===== config.mk =====
export PLATFORM = sky130hd
export DESIGN_NAME = fetch_queue_flat
export DESIGN_NICKNAME = d
export VERILOG_FILES = /design/src/rtl/fetch_queue_pkg.sv /design/src/rtl/fetch_queue_if.sv /design/src/rtl/fetch_queue_storage.sv /design/src/rtl/fetch_queue.sv /design/src/flat_wrapper.sv
export SDC_FILE = /design/constraint.sdc
export NUM_CORES = 1
export LEC_CHECK = 0
export ABC_AREA = 1
export BUFFER_PORTS_ARGS = -buffer_cell sky130_fd_sc_hd__clkbuf_2
export CORE_MARGIN = 2
export CORE_UTILIZATION = 62
export DETAILED_ROUTE_END_ITERATION = 8
export PLACE_DENSITY_LB_ADDON = 0.12
export REMOVE_ABC_BUFFERS = 1
export SLEW_MARGIN = 20
export SYNTH_ARGS = -nofsm -noshare
export SYNTH_HDL_FRONTEND = slang
export SYNTH_SLANG_ARGS = --single-unit
export TNS_END_PERCENT = 100

===== constraint.sdc =====
create_clock -name clk -period 10.81 [get_ports clk]
set_input_delay 1.081 -clock clk [delete_from_list [all_inputs] [get_ports clk]]
set_output_delay 1.081 -clock clk [all_outputs]
set_load 0.01 [all_outputs]

===== src/rtl/fetch_queue_pkg.sv =====
// Shared types for the fetch queue: instruction width, control-flow opcodes and the entry layout.
package fetch_queue_pkg;

  localparam int XLEN = 32;

  localparam logic [6:0] OPC_BRANCH = 7'b1100011;
  localparam logic [6:0] OPC_JAL    = 7'b1101111;
  localparam logic [6:0] OPC_JALR   = 7'b1100111;

  typedef struct packed {
    logic [XLEN-1:0] instr;
    logic [XLEN-1:0] pc;
    logic            is_cf;
  } fq_entry_t;

  function automatic logic is_cf_op(input logic [XLEN-1:0] instr);
    logic [6:0] opc;
    opc = instr[6:0];
    return (opc == OPC_BRANCH) || (opc == OPC_JAL) || (opc == OPC_JALR);
  endfunction

endpackage


===== src/rtl/fetch_queue_if.sv =====
// Fetch-side and decode-side handshake bundle of the fetch queue; slave is the queue, master the environment.
interface fetch_queue_if #(parameter int DEPTH = 4);
  import fetch_queue_pkg::*;

  localparam int CW = $clog2(DEPTH) + 1;

  logic            in_valid;
  logic [XLEN-1:0] in_instr;
  logic [XLEN-1:0] in_pc;
  logic            in_ready;
  logic            fetch_complete;
  logic            flush;
  logic            out_valid;
  logic [XLEN-1:0] out_instr;
  logic [XLEN-1:0] out_pc;
  logic            out_is_cf;
  logic            out_ready;
  logic [CW-1:0]   count;
  logic            drained;

  modport slave (
    input  in_valid, in_instr, in_pc, fetch_complete, flush, out_ready,
    output in_ready, out_valid, out_instr, out_pc, out_is_cf, count, drained
  );

  modport master (
    output in_valid, in_instr, in_pc, fetch_complete, flush, out_ready,
    input  in_ready, out_valid, out_instr, out_pc, out_is_cf, count, drained
  );
endinterface


===== src/rtl/fetch_queue_storage.sv =====
// Circular entry array: one synchronous write port and one asynchronous read port, contents unreset.
module fq_storage
  import fetch_queue_pkg::*;
#(
  parameter int DEPTH = 4
) (
  input  logic                     clk,
  input  logic                     we,
  input  logic [$clog2(DEPTH)-1:0] waddr,
  input  fq_entry_t                wdata,
  input  logic [$clog2(DEPTH)-1:0] raddr,
  output fq_entry_t                rdata
);

  fq_entry_t mem [DEPTH];

  always_ff @(posedge clk) begin
    if (we) mem[waddr] <= wdata;
  end

  assign rdata = mem[raddr];

endmodule


===== src/rtl/fetch_queue.sv =====
// In-order instruction buffer from fetch to decode; entries appear on out_* one cycle after push.
// in_ready comes only from registered occupancy; flush empties the queue and outranks push/pop.
module fetch_queue
  import fetch_queue_pkg::*;
#(
  parameter int DEPTH = 4
) (
  input  logic clk,
  input  logic reset,
  fetch_queue_if.slave q
);

  localparam int AW = $clog2(DEPTH);
  localparam int CW = AW + 1;

  logic [AW-1:0] wr_ptr;
  logic [AW-1:0] rd_ptr;
  logic [CW-1:0] count_r;
  logic [CW-1:0] count_n;
  logic          done_seen;
  logic          done_n;
  logic          drained_r;
  logic          in_ready_w;
  logic          out_valid_w;
  logic          push;
  logic          pop;
  fq_entry_t     wr_entry;
  fq_entry_t     rd_entry;

  assign in_ready_w  = (count_r < CW'(DEPTH));
  assign out_valid_w = (count_r != '0);
  assign push        = q.in_valid && in_ready_w && !q.flush;
  assign pop         = out_valid_w && q.out_ready && !q.flush;

  assign wr_entry.instr = q.in_instr;
  assign wr_entry.pc    = q.in_pc;
  assign wr_entry.is_cf = is_cf_op(q.in_instr);

  fq_storage #(.DEPTH(DEPTH)) u_storage (
    .clk   (clk),
    .we    (push),
    .waddr (wr_ptr),
    .wdata (wr_entry),
    .raddr (rd_ptr),
    .rdata (rd_entry)
  );

  always_comb begin
    count_n = count_r;
    done_n  = done_seen;
    if (q.flush) begin
      count_n = '0;
      done_n  = 1'b0;
    end else begin
      count_n = count_r + CW'(push) - CW'(pop);
      done_n  = done_seen | q.fetch_complete;
    end
  end

  always_ff @(posedge clk or posedge reset) begin
    if (reset) begin
      wr_ptr    <= '0;
      rd_ptr    <= '0;
      count_r   <= '0;
      done_seen <= 1'b0;
      drained_r <= 1'b0;
    end else begin
      if (q.flush) begin
        wr_ptr <= '0;
        rd_ptr <= '0;
      end else begin
        if (push) wr_ptr <= wr_ptr + AW'(1);
        if (pop)  rd_ptr <= rd_ptr + AW'(1);
      end
      count_r   <= count_n;
      done_seen <= done_n;
      // Look ahead so drained rises on the same edge as the final pop.
      drained_r <= done_n && (count_n == '0);
    end
  end

  assign q.in_ready  = in_ready_w;
  assign q.out_valid = out_valid_w;
  assign q.out_instr = rd_entry.instr;
  assign q.out_pc    = rd_entry.pc;
  assign q.out_is_cf = rd_entry.is_cf;
  assign q.count     = count_r;
  assign q.drained   = drained_r;

endmodule


===== src/flat_wrapper.sv =====
// flat-port wrapper written by rule: the top's interface ports become plain ports
module fetch_queue_flat import fetch_queue_pkg::*;
#(
  parameter int DEPTH = 4
)
  (clk, reset, q_in_valid, q_in_instr, q_in_pc, q_fetch_complete, q_flush, q_out_ready, q_in_ready, q_out_valid, q_out_instr, q_out_pc, q_out_is_cf, q_count, q_drained);
  fetch_queue_if #(.DEPTH(DEPTH)) q_i ();
  input  logic clk;
  input  logic reset;
  input wire logic [$bits(q_i.in_valid)-1:0] q_in_valid;
  input wire logic [$bits(q_i.in_instr)-1:0] q_in_instr;
  input wire logic [$bits(q_i.in_pc)-1:0] q_in_pc;
  input wire logic [$bits(q_i.fetch_complete)-1:0] q_fetch_complete;
  input wire logic [$bits(q_i.flush)-1:0] q_flush;
  input wire logic [$bits(q_i.out_ready)-1:0] q_out_ready;
  output wire logic [$bits(q_i.in_ready)-1:0] q_in_ready;
  output wire logic [$bits(q_i.out_valid)-1:0] q_out_valid;
  output wire logic [$bits(q_i.out_instr)-1:0] q_out_instr;
  output wire logic [$bits(q_i.out_pc)-1:0] q_out_pc;
  output wire logic [$bits(q_i.out_is_cf)-1:0] q_out_is_cf;
  output wire logic [$bits(q_i.count)-1:0] q_count;
  output wire logic [$bits(q_i.drained)-1:0] q_drained;
  assign q_i.in_valid = q_in_valid;
  assign q_i.in_instr = q_in_instr;
  assign q_i.in_pc = q_in_pc;
  assign q_i.fetch_complete = q_fetch_complete;
  assign q_i.flush = q_flush;
  assign q_i.out_ready = q_out_ready;
  assign q_in_ready = q_i.in_ready;
  assign q_out_valid = q_i.out_valid;
  assign q_out_instr = q_i.out_instr;
  assign q_out_pc = q_i.out_pc;
  assign q_out_is_cf = q_i.out_is_cf;
  assign q_count = q_i.count;
  assign q_drained = q_i.drained;
  fetch_queue #(.DEPTH(DEPTH)) u_core (.clk(clk), .reset(reset), .q(q_i));
endmodule

==> results of run 1 <==
==> report_power, final <==
part / internal [mW] / switching [mW] / total, mW
sequential: 1.20 / 0.0428 / 1.25
combinational: 0.230 / 0.446 / 0.676
clock: 0.479 / 0.355 / 0.833
==> worst reg2reg max path: stages (launching register included) <==
cell     delay (ns)
dfrtp_1        0.40
inv_2          0.10
nand3_1        0.36
nor2_4         0.96
buf_4          0.63
==> final timing paths <==
check / from / to / slack (ns) / cells after the start
hold reg to reg: u_core.done_seen / u_core.done_seen / 0.58 / 2
max in group asynchronous: reset / u_core.rd_ptr[0] / 10.03 / 2
min in group clk: u_core.done_seen / u_core.done_seen / 0.58 / 2
hold / removal: reset / u_core.q.count[2] / 0.50 / 2
setup reg to reg: u_core.q.count[2] / u_core.u_storage.mem[0][47] / 7.99 / 4
setup / recovery: u_core.rd_ptr[0] / q_out_instr[10] / 6.35 / 5
==> per-stage QoR <==
step           hold slack [ns]  util, %  power, mW  cells  setup WS, ns
2_1_floorplan            0.475        -       1.68    657          5.87
3_3_place_gp             0.499     68.3       1.92   1025          6.98
3_5_place_dp             0.548     68.3       1.95   1025          6.88
4_1_cts                  0.500     73.1       2.78   1073          6.33
5_1_grt                  0.514     73.1       2.88   1073          6.11
6_report                 0.499     73.1       2.76   1073          6.35
==> cell type report <==
type	count	share of cell area, %
Inverter	20	0.656
Sequential cell	269	65.9
Clock buffer	34	5.75
Clock inverter	14	0.697
Timing Repair Buffer	148	6.24
Tap cell	220	2.26
Multi-Input combinational cell	368	18.5
==> logic make-up (layout without fill, tap and decap cells) <==
family,after synthesis,after routing
flops,269,269
compound gates,199,199
simple gates,161,161
buf+inv,62,216
fa+ha+maj,7,7
xor+xnor,1,1
==> cells in the final DEF, fill, tap and decap left out, drive strengths merged <==
cell type / Yosys / routed
a21oi: 1 / 1
buf: 24 / 8
bufinv: 0 / 1
clkbuf: 18 / 174
clkinv: 0 / 13
dfrtp: 9 / 9
edfxtp: 260 / 260
fa: 1 / 1
ha: 6 / 6
inv: 20 / 20
nand2: 11 / 11
nand3: 6 / 6
nand4: 2 / 2
nor2: 141 / 141
nor3: 1 / 1
o211ai: 1 / 1
o21ai: 132 / 132
o22ai: 65 / 65
xor2: 1 / 1
==> routing by layer <==
layer  share of wire, %  track usage [%]  up-vias
met2                 50             39.5      230
met4                2.1             7.47        2
met5              0.070                0        -
met3                7.3             4.88       32
li1                   -                -     2888
met1                 40             30.1     3092
==> flip-flops by register name (all words and copies together), names as in the netlist <==
register              count
u_core.q.drained          1
u_core.done_seen          1
u_core.wr_ptr             2
u_core.u_storage.mem    260
u_core.q.count            3
u_core.rd_ptr             2
==> results.toml, run 1 <==
[grt]
grt_util_all_layers_pct = 23.1
grt.overflow.total = 0
grt_start_max_net_pins = 74
grt_pass1_vias = 6310
antenna_found_initial = 1
grt_pass1_wl_um = 32500

[yosys]
synth-simple-area-share_pct = 7.93
netlist_area_mm2 = 0.0106
ys_types = 25
synth_top_flop_cell = "edfxtp_1"
synth_edf_count = 260
synth_compound_area_share_pct = 12.1
synth-seq-cells = 269
synth_top_area_share_pct = 73.4
yosysWarnings = 0
synth_top_family_by_area = "compound AO/OA/AOI/OAI gates"
async_reset_ff_share_pct = 3.35
synthAdderAreaFrac_pct = 0.894
synth-xor-area-share_pct = 0.0824
synth_mux_area_share_pct = 0
yosysMostFrequentCell = "edfxtp_1"
synth_seq_area_share_pct = 75.6
netlist.top_cell.by_area = "edfxtp_1"
synth.avg_cell_area_um2 = 15.2
synth_area_leaders = "edfxtp_1 (73%), o21ai_0 (5.0%), nor2_1 (3.9%), o22ai_2 (3.5%), nor2_4 (3.2%)"
synth_cells = 699
synth_top_cells_by_count = "edfxtp_1 (260), nor2_1 (111), o21ai_0 (106)"

[setup_path]
critPathCaptureType = "output port"
critical-path-max-stage-delay_ns = 0.88
worstPathCellList = "inv_6 > buf_4 > o21ai_1 > o22ai_1 > clkbuf_2"
cp.buffers_inverters = 3
cp_slowest_cell = "buf_4"
cp.required_ns = 9.73
path_max_fanout = 73
critPathKind = "register to output port"
cp_top_family = "buffers and inverters"
arrival_ns = 3.38
cp-start-kind = "register"

[clock_network]
cts_inserted_buffers = 26
cts_setup_buffers = 0
cts_max_level = 1
clockBufferDepth = 3
clk_pin_slew_ns = 0.06
tritoncts = "done"
cts_root_buf = "clkbuf_16"
ctsResizeCount = 0
hold_buffers = 0
clock-sinks = 269
clk_latency_ns = 0.51

[sta]
rsz0062_at_grt = "no"
hold_viol = 0
skew_ns = 0.00516
max_freq_mhz = 224
finalMaxSlewViolations = 0
finalSetupViolCount = 0
fin_crit_sh_pct = 41.2
tightestPinTransition_ns = 1.07
fin_tns_setup_ns = 0
slew_headroom_pct = 28.3
post-route-min-period_ns = 4.46

[finish]
fillers = 1093
nNetsFinal = 910
drive_gt1_share_pct = 30.0
regArea_mm2 = 0.00804
area_delta_synth_final_pct = 14.8
multi_input_comb_area_mm2 = 0.00226
fin_area_mm2 = 0.0122
n_antenna_cell = 0

[detailed_routing]
first_iter_violations = 530
viasPerCell = 5.82
detail-route-antenna-nets = 0
firstDrtPassIters = 5
drc = 0
wl_per_cell_um = 19.8
wl_um = 21300
vias = 6244

[floorplan]
start_util_pct = 63.7
core_area_mm2 = 0.0167
pin_count = 141
core.rowCount = 47
die_x_um = 135
die_area_mm2 = 0.0182
die_h_um = 135

[placed_design]
numPortBuffers = 140
hpwlAfterDp_um = 12000
dpl_cell_area_mm2 = 0.0114
place_congestion = 0.727

[power]
power_density_mw_per_mm2 = 226
vdd_drop_max_mv = 0.169
leakagePower_nw = 4.30

[flow_run]
maxCapViolations = 0

[min_path]
hp-class = "primary input to async pin"

[outcome]
status = "completed"
(Power assumes the default switching activity.)
==> run 2, diff against run 1 <==
--- a/config.mk
+++ b/config.mk
@@ -8,7 +8,7 @@
 export ABC_AREA = 1
 export BUFFER_PORTS_ARGS = -buffer_cell sky130_fd_sc_hd__clkbuf_2
 export CORE_MARGIN = 2
-export CORE_UTILIZATION = 62
+export CORE_UTILIZATION = 52
 export DETAILED_ROUTE_END_ITERATION = 8
 export PLACE_DENSITY_LB_ADDON = 0.12
 export REMOVE_ABC_BUFFERS = 1
==> constraint.sdc (replaced) <==
create_clock -name clk -period 3.75 [get_ports clk]
set_input_delay 0.375 -clock clk [delete_from_list [all_inputs] [get_ports clk]]
set_output_delay 0.375 -clock clk [all_outputs]
set_load 0.01 [all_outputs]
==> run 2 against run 1 <==
Via count decreased by 2.4%. Hold slack got worse by 0.43 ns. Total power grew to 2.9 times the previous value. Combinational power grew to 2.9 times the previous value. Clock power grew to 3.0 times the previous value. Clock-buffer cell count shrank 2. Setup slack worse by 5.8 ns. Sequential power grew to 2.9 times the previous value. Sequential share of layout area shrank 1.0 points.
==> results.toml, run 2 (synthesis results as in run 1) <==
[outcome]
status = "completed"

[setup_path]
r2r_slack_ns = 1.52
r2r_end = "u_core.q.drained"
cp-start-kind = "register"
arrival_ns = 2.81
critPathCaptureType = "output port"
cp.required_ns = 3.38
reg2reg_depth = 12
path_max_fanout = 90
r2r_start = "u_core.q.count[1]"
critPathKind = "register to output port"

[floorplan]
core_area_mm2 = 0.0202
pin_count = 141
die_area_mm2 = 0.0216
start_util_pct = 52.7
core.rowCount = 52
die_x_um = 147
die_h_um = 147

[clock_network]
cts_root_buf = "clkbuf_16"
clk_pin_slew_ns = 0.06
tritoncts = "done"
hold_buffers = 1
clock-sinks = 269
clockBufferDepth = 3
cts_setup_buffers = 0
ctsResizeCount = 0
cts_inserted_buffers = 27
clk_latency_ns = 0.52
cts_max_level = 1

[detailed_routing]
drc = 0
vias = 6094
wl_met3_um = 1270
detail-route-antenna-nets = 0
wl_met2_um = 10800
firstDrtPassIters = 5
viasPerCell = 5.40
wl_per_cell_um = 18.8
first_iter_violations = 314
wl_met1_um = 8800
wl_um = 21200
top_layer = "met4"

[sta]
slew_headroom_pct = 33.8
post-route-min-period_ns = 3.19
max_freq_mhz = 314
finalSetupViolCount = 0
finalWorstSetupSlack_ns = 0.564
finalMaxSlewViolations = 0
whs_ns = 0.0698
rsz0062_at_grt = "no"
hold_viol = 0
fin_crit_sh_pct = 85.0
tightestPinTransition_ns = 0.992
skew_ns = 0.00820

[power]
power_density_mw_per_mm2 = 651
vdd_drop_max_mv = 0.500
p_comb_share_pct = 24.7
p_int_mw = 5.61
p_clk_share_pct = 31.1
leakagePower_nw = 4.35
p_sw_share_pct = 30.4
p_seq_share_pct = 44.2
netSwitchingPower_mw = 2.45

[finish]
stdcell_count = 1128
fin_area_mm2 = 0.0124
regMostFlops = "u_core.u_storage.mem"
area_delta_synth_final_pct = 16.5
drive_gt1_share_pct = 30.9
nNetsFinal = 916
n_antenna_cell = 0
fillers = 1524
final_common_cell = "edfxtp_1"
final_cell_mix = "edfxtp_1 (260), clkbuf_2 (140), nor2_1 (107)"
final_util_pct = 61.4
largest_reg_flops = 260

[placed_design]
numPortBuffers = 140
dp_cells = 1079
place_congestion = 0.812
place_ws_ns = 1.10
dpl_cell_area_mm2 = 0.0116
hpwlAfterDp_um = 12000

[min_path]
min_from = "q_in_pc[9]"
hp-class = "primary input to register"
whs_endpoint = "u_core.u_storage.mem[1][10]"
hold-path-cell-count = 1

[grt]
grt_util_all_layers_pct = 19.7
antenna_found_initial = 0
grt_start_max_net_pins = 91
grt_pass1_wl_um = 33600
grt.overflow.total = 0
grt_pass1_vias = 6442

[flow_run]
maxCapViolations = 0
-- run 2: layer usage --
layer | GRT usage, % | vias to the layer above
met1 | 25.1 | 3013
li1 | - | 2898
met5 | 0 | -
met3 | 4.07 | 25
met4 | 4.90 | 0
met2 | 35.0 | 158
-- run 2: how the worst max path moves through the flow --
| stage | startpoint | endpoint | slack, ns | cells past startpoint |
|---|---|---|---|---|
| 2_1_floorplan | u_core.rd_ptr[0] | q_out_instr[0] | -0.48 | 3 |
| 3_3_place_gp | u_core.rd_ptr[0] | q_out_pc[5] | 1.22 | 4 |
| 3_5_place_dp | u_core.rd_ptr[0] | q_out_pc[5] | 1.10 | 4 |
| 6_report | u_core.rd_ptr[0] | q_out_pc[5] | 0.56 | 4 |
| 5_1_grt | u_core.rd_ptr[0] | q_out_pc[5] | 0.34 | 4 |
| 4_1_cts | u_core.rd_ptr[0] | q_out_pc[5] | 0.54 | 4 |
-- run 2: power by group through the flow --
stage                     clock network, mW  logic (mW)  registers [mW]
after CTS                              2.56        2.02            3.57
after floorplan                           0        1.14            3.70
after detailed placement                  0        2.02            3.63
after global placement                    0        1.96            3.62
after global routing                   2.68        2.18            3.59
final                                  2.51        1.99            3.57
-- run 2: final cells by class --
class / count / area (um^2) / share of cell area, %
clock inverter: 16 / 130 / 1.05
sequential: 269 / 8040 / 64.9
tap: 270 / 338 / 2.73
timing repair buffer: 153 / 851 / 6.87
multi-input combinational: 368 / 2260 / 18.2
clock buffer: 32 / 694 / 5.60
inverter: 20 / 80.1 / 0.646
-- run 2: per-stage QoR --
stage	total power, mW	TNS [ns]
after floorplan	4.84	-77.47
after global placement	5.58	0
after detailed placement	5.65	0
after CTS	8.15	0
after global routing	8.45	0
final	8.07	0
-- run 2: worst max-delay path, stage by stage (launching register included) --
cell	delay, ns
dfrtp_4	0.72
buf_4	0.79
o21ai_0	0.34
o22ai_2	0.24
clkbuf_2	0.16
==> run 3, diff against run 2 <==
--- a/config.mk
+++ b/config.mk
@@ -5,10 +5,10 @@
 export SDC_FILE = /design/constraint.sdc
 export NUM_CORES = 1
 export LEC_CHECK = 0
-export ABC_AREA = 1
+export ABC_AREA = 0
 export BUFFER_PORTS_ARGS = -buffer_cell sky130_fd_sc_hd__clkbuf_2
 export CORE_MARGIN = 2
-export CORE_UTILIZATION = 52
+export CORE_UTILIZATION = 57
 export DETAILED_ROUTE_END_ITERATION = 8
 export PLACE_DENSITY_LB_ADDON = 0.12
 export REMOVE_ABC_BUFFERS = 1
==> constraint.sdc (replaced) <==
create_clock -name clk -period 3 [get_ports clk]
set_input_delay 0.3 -clock clk [delete_from_list [all_inputs] [get_ports clk]]
set_output_delay 0.3 -clock clk [all_outputs]
set_load 0.01 [all_outputs]
==> run 3 against run 2 <==
Sequential power rose by 26%. Die area fell by 14%. Sequential share of layout area rose by 0.18 points. Combinational power fell by 12%. Wire length fell by 17%. Register-to-register slack got worse by 1.0 ns. Non-clock buffer count rose by 56. First-iteration DRC count fell by 8.9%. Clock power rose by 22%. Global-route usage fell by 0.26 points. Total power rose by 16%. Setup slack got worse by 0.16 ns.
==> results.toml, run 3 <==
[power]
power_density_mw_per_mm2 = 754
vdd_drop_max_mv = 0.800
leakagePower_nw = 4.28

[yosys]
synth_area_leaders = "edfxtp_1 (78%), mux4_2 (15%), dfrtp_1 (2.3%), buf_12 (0.80%), ha_1 (0.75%)"
synth-simple-area-share_pct = 1.04
synth_top_flop_cell = "edfxtp_1"
synth_top_family_by_area = "multiplexers"
synth_mux_area_share_pct = 14.8
synth_top_cells_by_count = "edfxtp_1 (260), mux4_2 (65), nor2_1 (10)"
synth_seq_area_share_pct = 80.6
netlist_area_mm2 = 0.00996
synth_top_area_share_pct = 78.4
ys_types = 25
async_reset_ff_share_pct = 3.35
synth.avg_cell_area_um2 = 25.3
synth_edf_count = 260
netlist.top_cell.by_area = "edfxtp_1"
synth-seq-cells = 269
synth-xor-area-share_pct = 0.502
yosysMostFrequentCell = "edfxtp_1"
yosysWarnings = 0
synthAdderAreaFrac_pct = 0.955
synth_compound_area_share_pct = 0.214
synth_cells = 394

[finish]
largest_reg_flops = 260
final_util_pct = 72.0
regArea_mm2 = 0.00804
nNetsFinal = 693
area_delta_synth_final_pct = 24.1
final_cell_mix = "edfxtp_1 (260), clkbuf_2 (140), mux4_2 (65)"
multi_input_comb_area_mm2 = 0.00175
fillers = 1079
final_common_cell = "edfxtp_1"
drive_gt1_share_pct = 40.9
n_antenna_cell = 0
regMostFlops = "u_core.u_storage.mem"

[setup_path]
cp_top_family = "flip-flops"
path_max_fanout = 29
cp-start-kind = "register"
cp.required_ns = 2.70
cp.buffers_inverters = 2
worstPathCellList = "buf_12 > mux4_2 > clkbuf_2"
cp_slowest_cell = "dfrtp_4"
critPathCaptureType = "output port"
arrival_ns = 2.30
critical-path-max-stage-delay_ns = 0.73
critPathKind = "register to output port"

[detailed_routing]
detail-route-antenna-nets = 0
vias = 4663
viasPerCell = 5.43
wl_per_cell_um = 20.5
firstDrtPassIters = 4
wl_um = 17600
drc = 0
first_iter_violations = 286

[floorplan]
start_util_pct = 58.0
core_area_mm2 = 0.0172
pin_count = 141
die_x_um = 136
die_area_mm2 = 0.0185
core.rowCount = 48
die_h_um = 136

[clock_network]
tritoncts = "done"
clock-sinks = 269
ctsResizeCount = 0
clk_pin_slew_ns = 0.06
cts_max_level = 1
cts_inserted_buffers = 27
clockBufferDepth = 3
cts_root_buf = "clkbuf_16"
clk_latency_ns = 0.52
cts_setup_buffers = 0

[grt]
grt_util_all_layers_pct = 19.5
grt_pass1_wl_um = 26900
antenna_found_initial = 0
grt_pass1_vias = 4963
grt_start_max_net_pins = 43
grt.overflow.total = 0

[placed_design]
numPortBuffers = 140
hpwlAfterDp_um = 10600
place_congestion = 0.802
place_ws_ns = 0.463

[sta]
hold_viol = 0
finalMaxSlewViolations = 0
finalSetupViolCount = 0
max_freq_mhz = 385
post-route-min-period_ns = 2.60
fin_crit_sh_pct = 86.6
slew_headroom_pct = 68.2
skew_ns = 0.00517
tightestPinTransition_ns = 0.477
finalWorstSetupSlack_ns = 0.403
rsz0062_at_grt = "no"

[outcome]
status = "completed"

[min_path]
hp-class = "primary input to register"

[flow_run]
maxCapViolations = 0
==> run 3: final cells by class <==
cell class	instances	share of cell area, %
inverters	9	0.273
clock buffers	32	5.62
well taps	225	2.28
multi-input cells	100	14.2
flip-flops and latches	269	65.0
clock inverters	14	0.972
repair buffers	209	11.6
==> run 3: path summary, 6_finish.rpt <==
kind	start	slack [ns]	to	cells after the start
max in group asynchronous	reset	2.43	u_core.rd_ptr[0]	3
min in group asynchronous	reset	0.27	u_core.q.count[1]	3
min	q_in_pc[13]	0.03	u_core.u_storage.mem[3][14]	1
max reg2reg	u_core.q.count[2]	0.51	u_core.q.drained	9
min reg2reg	u_core.done_seen	0.52	u_core.done_seen	2
max	u_core.rd_ptr[0]	0.40	q_out_instr[16]	3
==> run 3: cells by family (layout without fill, tap and decap cells) <==
| group | Yosys count | after routing |
|---|---|---|
| xor+xnor | 4 | 4 |
| compound gates | 3 | 3 |
| buf+inv | 25 | 264 |
| mux | 66 | 66 |
| flops | 269 | 269 |
| fa+ha+maj | 7 | 7 |
| simple gates | 20 | 20 |
==> run 3: where the power goes <==
part / switching (mW) / leakage [nW] / internal, mW
clock network: 1.25 / 0.399 / 1.81
logic: 0.834 / 1.41 / 0.922
registers: 0.150 / 2.48 / 4.35
==> run 3: per-layer routing <==
metal / GRT usage, % / share of wire [%]
met1: 26.4 / 40
met2: 33.2 / 53
met3: 3.65 / 5.4
met4: 5.09 / 1.7
met5: 0 / 0
==> run 3: through the flow <==
step           area, um^2  power (mW)  setup TNS [ns]  std cells  hold WS (ns)
6_report            12400        9.32               0        858        0.0256
5_1_grt             12400        9.72               0        858       0.00628
4_1_cts             12400        9.46               0        858      0.000607
3_5_place_dp        11000        6.32               0        755         0.268
3_3_place_gp        11000        6.27               0        755         0.257
2_1_floorplan        9810        5.65          -40.95        378         0.128
==> run 3: what timing repair did <==
| item | 4_1_cts | 5_1_grt |
|---|---|---|
| hold endpoints to repair | 228 | 0 |
| setup endpoints to repair | 0 | 0 |
| hold buffers | 57 | 0 |
